## src/rtl/br_ecc_sed_chunked_decoder_pkg.sv

```systemverilog
// Shared helpers for the chunked single-error-detect decoder.
// Only index arithmetic lives here; the decoder sizes itself from its own
// parameters.
package br_ecc_sed_chunked_decoder_pkg;

  // Lowest data bit covered by chunk idx.
  function automatic int sed_chunk_lsb(input int idx, input int chunk_width);
    return idx * chunk_width;
  endfunction

  // Highest data bit covered by chunk idx; the last chunk stops at the top
  // of the data field instead of running past it.
  function automatic int sed_chunk_msb(input int idx, input int chunk_width,
                                       input int data_width);
    int hi;
    hi = (idx + 1) * chunk_width - 1;
    if (hi > data_width - 1) begin
      hi = data_width - 1;
    end
    return hi;
  endfunction

endpackage

```

## src/rtl/br_flow_reg_fwd.sv

```systemverilog
// Forward-registered valid/ready pipeline stage.
// Handshake: a beat moves whenever valid && ready on a rising clk edge;
// once valid is raised, valid and data stay put until ready is seen.
// push_ready depends only on the stage's own state and pop_ready, so a full
// stage refills in the same cycle it drains (full throughput).
module br_flow_reg_fwd #(
  parameter int Width = 1
) (
  input  logic             clk,
  input  logic             rst,
  input  logic             push_valid,
  output logic             push_ready,
  input  logic [Width-1:0] push_data,
  output logic             pop_valid,
  input  logic             pop_ready,
  output logic [Width-1:0] pop_data
);

  logic             valid_q;
  logic             valid_d;
  logic [Width-1:0] data_q;
  logic [Width-1:0] data_d;

  assign push_ready = !valid_q || pop_ready;
  assign pop_valid  = valid_q;
  assign pop_data   = data_q;

  // Next state: occupied if a beat arrives or the held beat is not taken.
  always_comb begin
    valid_d = push_valid || (valid_q && !pop_ready);
    data_d  = data_q;
    if (push_valid && push_ready) begin
      data_d = push_data;
    end
  end

  // Occupancy flag is reset so a held word is dropped on reset.
  always_ff @(posedge clk) begin
    if (rst) begin
      valid_q <= 1'b0;
    end else begin
      valid_q <= valid_d;
    end
  end

  // Payload register is qualified by valid_q and needs no reset.
  always_ff @(posedge clk) begin
    data_q <= data_d;
  end

endmodule

```

## src/rtl/br_ecc_sed_chunked_decoder.sv

```systemverilog
// Chunked single-error-detect decoder.
// Each parity bit guards one ChunkWidth slice of the data (even parity).
// The codeword is forwarded uncorrected with its per-chunk syndrome one
// cycle after acceptance; an error counter, a sticky flag and the first
// error syndrome are kept alongside for monitoring.
module br_ecc_sed_chunked_decoder
  import br_ecc_sed_chunked_decoder_pkg::*;
#(
  parameter int DataWidth                 = 8,
  parameter int ChunkWidth                = 4,
  parameter int ErrorCountWidth           = 8,
  parameter int EnableAssertFinalNotValid = 1,
  localparam int NumChunks     = (DataWidth + ChunkWidth - 1) / ChunkWidth,
  localparam int ParityWidth   = NumChunks,
  localparam int CodewordWidth = DataWidth + ParityWidth
) (
  input  logic                       clk,
  input  logic                       rst,
  input  logic                       rcv_valid,
  output logic                       rcv_ready,
  input  logic [CodewordWidth-1:0]   rcv_codeword,
  output logic                       dec_valid,
  input  logic                       dec_ready,
  output logic [CodewordWidth-1:0]   dec_codeword,
  output logic [DataWidth-1:0]       dec_data,
  output logic [NumChunks-1:0]       dec_error_syndrome,
  output logic                       dec_error_due,
  output logic [ErrorCountWidth-1:0] err_count,
  input  logic                       err_count_clear,
  output logic                       err_sticky,
  output logic [NumChunks-1:0]       err_first_syndrome
);

  localparam int StageWidth = CodewordWidth + NumChunks + 1;
  localparam logic [ErrorCountWidth-1:0] CountMax = '1;
  localparam logic [ErrorCountWidth-1:0] CountOne = ErrorCountWidth'(1);

  // Parameter range checks at elaboration.
  if (DataWidth < 1) begin : g_bad_data_width
    $error("DataWidth must be at least 1");
  end
  if (ChunkWidth < 1 || ChunkWidth > DataWidth) begin : g_bad_chunk_width
    $error("ChunkWidth must be in 1..DataWidth");
  end
  if (ErrorCountWidth < 1) begin : g_bad_count_width
    $error("ErrorCountWidth must be at least 1");
  end

  logic [NumChunks-1:0] rcv_syndrome;
  logic                 rcv_due;
  logic                 rcv_xfer;
  logic                 rcv_err;

  // One syndrome bit per chunk: its parity bit XORed with its data slice.
  for (genvar gi = 0; gi < NumChunks; gi++) begin : g_syndrome
    localparam int Lsb = sed_chunk_lsb(gi, ChunkWidth);
    localparam int Msb = sed_chunk_msb(gi, ChunkWidth, DataWidth);
    assign rcv_syndrome[gi] = rcv_codeword[DataWidth + gi] ^ (^rcv_codeword[Msb:Lsb]);
  end

  assign rcv_due  = |rcv_syndrome;
  assign rcv_xfer = rcv_valid && rcv_ready;
  assign rcv_err  = rcv_xfer && rcv_due;

  logic [StageWidth-1:0] stage_in;
  logic [StageWidth-1:0] stage_out;

  assign stage_in = {rcv_codeword, rcv_syndrome, rcv_due};

  br_flow_reg_fwd #(
    .Width (StageWidth)
  ) u_out_stage (
    .clk        (clk),
    .rst        (rst),
    .push_valid (rcv_valid),
    .push_ready (rcv_ready),
    .push_data  (stage_in),
    .pop_valid  (dec_valid),
    .pop_ready  (dec_ready),
    .pop_data   (stage_out)
  );

  assign dec_codeword       = stage_out[StageWidth-1 -: CodewordWidth];
  assign dec_error_syndrome = stage_out[NumChunks:1];
  assign dec_error_due      = stage_out[0];
  assign dec_data           = dec_codeword[DataWidth-1:0];

  logic [ErrorCountWidth-1:0] err_count_q;
  logic [ErrorCountWidth-1:0] err_count_d;
  logic                       err_sticky_q;
  logic                       err_sticky_d;
  logic [NumChunks-1:0]       err_first_q;
  logic [NumChunks-1:0]       err_first_d;

  // Error monitor: count errored acceptances (saturating), remember the
  // first syndrome; a clear restarts tracking from the coincident transfer.
  always_comb begin
    err_count_d  = err_count_q;
    err_sticky_d = err_sticky_q;
    err_first_d  = err_first_q;
    if (err_count_clear) begin
      err_count_d  = rcv_err ? CountOne : '0;
      err_sticky_d = rcv_err;
      err_first_d  = rcv_err ? rcv_syndrome : '0;
    end else if (rcv_err) begin
      if (err_count_q != CountMax) begin
        err_count_d = err_count_q + CountOne;
      end
      if (!err_sticky_q) begin
        err_sticky_d = 1'b1;
        err_first_d  = rcv_syndrome;
      end
    end
  end

  // Error monitor state registers.
  always_ff @(posedge clk) begin
    if (rst) begin
      err_count_q  <= '0;
      err_sticky_q <= 1'b0;
      err_first_q  <= '0;
    end else begin
      err_count_q  <= err_count_d;
      err_sticky_q <= err_sticky_d;
      err_first_q  <= err_first_d;
    end
  end

  assign err_count          = err_count_q;
  assign err_sticky         = err_sticky_q;
  assign err_first_syndrome = err_first_q;

`ifndef SYNTHESIS
  // A stalled output word must not move or disappear.
  a_hold_under_backpressure : assert property (@(posedge clk) disable iff (rst)
    (dec_valid && !dec_ready) |=> (dec_valid && $stable(dec_codeword) &&
                                   $stable(dec_error_syndrome) && $stable(dec_error_due)));

  // Counter only moves up between clears.
  a_count_monotonic : assert property (@(posedge clk) disable iff (rst)
    !err_count_clear |=> (err_count >= $past(err_count)));

  c_due_seen : cover property (@(posedge clk) disable iff (rst)
    dec_valid && dec_error_due);

  c_count_saturated : cover property (@(posedge clk) disable iff (rst)
    (err_count == CountMax) && rcv_err && !err_count_clear);

  // Nothing should be left in flight at end of simulation.
  final begin
    if (EnableAssertFinalNotValid != 0) begin
      a_final_not_valid : assert (!dec_valid)
        else $error("dec_valid still high at end of simulation");
    end
  end
`endif

endmodule

```

## config.mk

```make
export PLATFORM = sky130hd
export DESIGN_NAME = br_ecc_sed_chunked_decoder
export DESIGN_NICKNAME = d
export VERILOG_FILES = /design/src/rtl/br_ecc_sed_chunked_decoder_pkg.sv /design/src/rtl/br_flow_reg_fwd.sv /design/src/rtl/br_ecc_sed_chunked_decoder.sv
export SDC_FILE = /design/constraint.sdc
export NUM_CORES = 1
export LEC_CHECK = 0
export ABC_AREA = 1
export BUFFER_PORTS_ARGS = -buffer_cell sky130_fd_sc_hd__buf_2
export CAP_MARGIN = 20
export CORE_MARGIN = 3
export CORE_UTILIZATION = 48
export DETAILED_ROUTE_END_ITERATION = 8
export GPL_ROUTABILITY_DRIVEN = 1
export PLACE_DENSITY = 0.84
export SLEW_MARGIN = 20
export SYNTH_ARGS = -nofsm -noshare
export SYNTH_HDL_FRONTEND = slang
export SYNTH_SLANG_ARGS = --single-unit
```

## constraint.sdc

```tcl
create_clock -name clk -period 1.65 [get_ports clk]
set_input_delay 0.0825 -clock clk [delete_from_list [all_inputs] [get_ports clk]]
set_output_delay 0.0825 -clock clk [all_outputs]
set_load 0.01 [all_outputs]
```

==> key figures <==
Layout
  • Fillers: 208
  • Multi-input logic area: 538.0 µm²
  • Fraction of layout cells with a size suffix above 1: 38.50%
  • Reg area: 633.1 µm²
  • Antenna cells: 0
  • Layout Nets: 217
  • Final instance area: 1654 µm²
  • Synth-to-layout area growth: 28.10%

Status
  • Status: finished clean

Timing
  • TNS Setup: 0 ps
  • Slew headroom: 75.47%
  • Final setup fails: 0
  • Final period utilization: 92.98%
  • Pins Over Slew Limit: 0
  • FMAX: 0.6518 GHz
  • Min Hold Slack: 6.483 ps
  • RSZ-0062 raised after global routing: false
  • Slew @ Worst Pin: 364.9 ps
  • Period minus WS final: 1534 ps
  • Worst Clk Skew: 2.542 ps
  • Final Hold Viols: 0

Synth
  • Largest area contributor in the netlist: edfxtp_1
  • Mean post-synth cell area: 8.905 µm²
  • Yosys warnings: 0
  • Post-synth net total: 161
  • Synth cell count leaders: nand2_1, nor2_1, a21oi_1, edfxtp_1, inv_1
  • Multiplexer share of the synthesized area: 0%
  • Most used DFF post-synth: edfxtp_1
  • Count leader, synth: nand2_1
  • Post-Synth XOR/XNOR Area: 1.357%
  • Seq/Total Area, Yosys: 48.84%
  • Netlist Area Pre-Place: 1291 µm²
  • Post-synthesis simple-gate area fraction: 29.84%
  • Synth area leaders: edfxtp_1, dfxtp_1, nand2_1, a21oi_1, nand3_1
  • Synth Area in Compound Gates: 8.236%
  • Post-synth EDFFs: 13
  • Syn Inst Count: 145
  • Adder-cell area share of the yosys netlist: 0.9690%
  • Synth Register Bits: 25
  • Post-synthesis async set-or-reset flop share: 0%
  • Netlist cell types: 25
  • Largest family of logic cells by synthesized area: simple AND/OR/NAND/NOR gates
  • Synth top area share: 30.23%

Route
  • Via count: 1176
  • DRT Pass-1 Iters: 4
  • Post-DRT Antenna Nets: 0
  • WL per Instance: 12.20 µm
  • Drt via density: 5.113
  • Routed WL: 2807 µm
  • DRC viols: 0
  • DRT iter0 DRCs: 28

Placement
  • Count of input and output buffers: 48
  • DP Area: 1509 µm²
  • Dpl hpwl: 2036 µm
  • RD Place Congestion: 0.8474

Worst setup path
  • Worst path max stage delay: 530 ps
  • Worst r2r path cells: 9
  • WP data required: 1900 ps
  • Critical path's top delay family: simple AND/OR/NAND/NOR gates
  • Crit path kind: input pin to register
  • WP data arrival: 1790 ps
  • Crit. End Element: register
  • R2R Setup Slk: 140 ps
  • CP Max Fanout: 14
  • CP cell instances: dlygate4sd3_1 > buf_2 > xnor2_1 > nand3_1 > nand2_2 > nand2_4 > nand2_4 > nand2_8 > nand2_2 > nand2_1 > a21oi_1
  • Crit path launch type: input pin
  • Worst reg2reg endpoint: err_count[6]$_SDFFE_PP0P_
  • Reg2Reg Launch Point: err_count[0]$_SDFFE_PP0P_
  • Slowest-stage cell, CP: dlygate4sd3_1
  • Worst Path Buf+Inv: 2

GRT
  • Antenna violations before repair: 0
  • Largest net degree at the start of global routing: 17
  • Gr usage total: 16.67%
  • Grt total ovfl: 0
  • First-pass GRT wire length: 4360 µm
  • Number of global-route vias before repair: 1024

Power
  • Worst VDD drop: 0.4583 mV
  • Leak Pwr: 0.7785 nW
  • PnR Total Power: 1.302 mW
  • Pwr Density: 787.0 nW/µm²

Min path
  • Worst hold stages: 2
  • Hold Startpoint: rst
  • WHS Endpoint: err_count[0]$_SDFFE_PP0P_
  • Hold Crit Class: input pin to register

Floorplanning
  • Core Region: 2522 µm²
  • Die area: 3348 µm²
  • Die Width: 57.87 µm
  • Die Y: 57.87 µm
  • Boundary Pins: 49
  • Starting Density: 51.19%
  • Rows: 18

Clocking
  • Max clock buf depth: 2
  • H-tree levels: 1
  • Clk sink count: 25
  • CTS root buf: clkbuf_4
  • Clk slew on worst S/H paths: 140 ps
  • CTS tree: built
  • Setup Buffers After CTS: 0
  • CTS Buf Count: 3
  • Clk_lat worst skew: 310 ps

Job
  • Max_cap viols: 0
-- per-stage QoR --
stage | setup slack [ps] | utilization (%) | cells
after floorplan | 176.6 | - | 145
after global placement | 214.4 | 59.82 | 216
after detailed placement | 98.62 | 59.82 | 216
after CTS | 37.28 | 64.83 | 230
after global routing | 24.73 | 65.58 | 230
final | 115.8 | 65.58 | 230
-- worst max path at each step --
stage | startpoint | end | slack, ps | cells after the start
floorplan | err_count[0]$_SDFFE_PP0P_ | err_count[6]$_SDFFE_PP0P_ | 180 | 9
global placement | err_count[0]$_SDFFE_PP0P_ | err_count[6]$_SDFFE_PP0P_ | 210 | 9
detailed placement | err_count[0]$_SDFFE_PP0P_ | err_count[6]$_SDFFE_PP0P_ | 100 | 9
CTS | rcv_codeword[4] | err_count[3]$_SDFFE_PP0P_ | 40 | 12
global route | err_count[0]$_SDFFE_PP0P_ | err_count[6]$_SDFFE_PP0P_ | 20 | 9
finish | rcv_codeword[4] | err_count[0]$_SDFFE_PP0P_ | 120 | 11
-- cells by family (layout without fill, tap and decap cells) --
| group | Yosys count | after routing |
|---|---|---|
| AND/OR/NAND/NOR | 72 | 72 |
| buffers and inverters | 26 | 81 |
| flip-flops | 25 | 25 |
| AO/OA/AOI/OAI | 19 | 19 |
| XOR/XNOR | 2 | 2 |
| adder cells (fa/ha/maj) | 1 | 1 |
-- cell usage in the layout (no fill, tap or decap), drive strengths merged --
cell type,count
ha,1
a21oi,14
nor2,14
nor3,2
o21ai,5
nor4,1
nand3,15
edfxtp,13
clkbuf,4
nand3b,1
xnor2,2
dfxtp,12
nand4,2
dlygate4sd3,10
inv,17
buf,50
nand2,36
nor3b,1
-- report_power, final --
group	switching [mW]	internal [mW]	leakage [nW]
clock	0.180	0.0943	0.0150
combinational	0.174	0.123	0.539
sequential	0.0266	0.704	0.224
-- sequential cells by signal (all words and copies together), names as in the netlist --
register,flops
err_count,8
err_first_syndrome,2
err_sticky,1
u_out_stage.pop_data,13
u_out_stage.pop_valid,1
-- metal layers --
metal / up-vias / GRT usage, % / share of wire [%]
met5: - / 0 / 0
met4: 0 / 4.636 / 0.89
met3: 6 / 2.895 / 7.9
met2: 50 / 29.35 / 48
met1: 539 / 20.93 / 43
li1: 581 / - / -
-- final cells by class --
cell class	instances	share of cell area, %
Clock buffer	4	1.588
Sequential cell	25	38.28
Tap cell	30	2.269
Multi-Input combinational cell	94	32.53
Timing Repair Buffer	60	21.48
Inverter	17	3.858
-- repair_timing --
item | 4_1_cts | 5_1_grt
setup endpoints to repair | 0 | 5
gates resized for setup | 0 | 5
hold buffers | 10 | 0
hold endpoints to repair | 10 | 0
No activity file was read; power rests on OpenSTA's default activity.
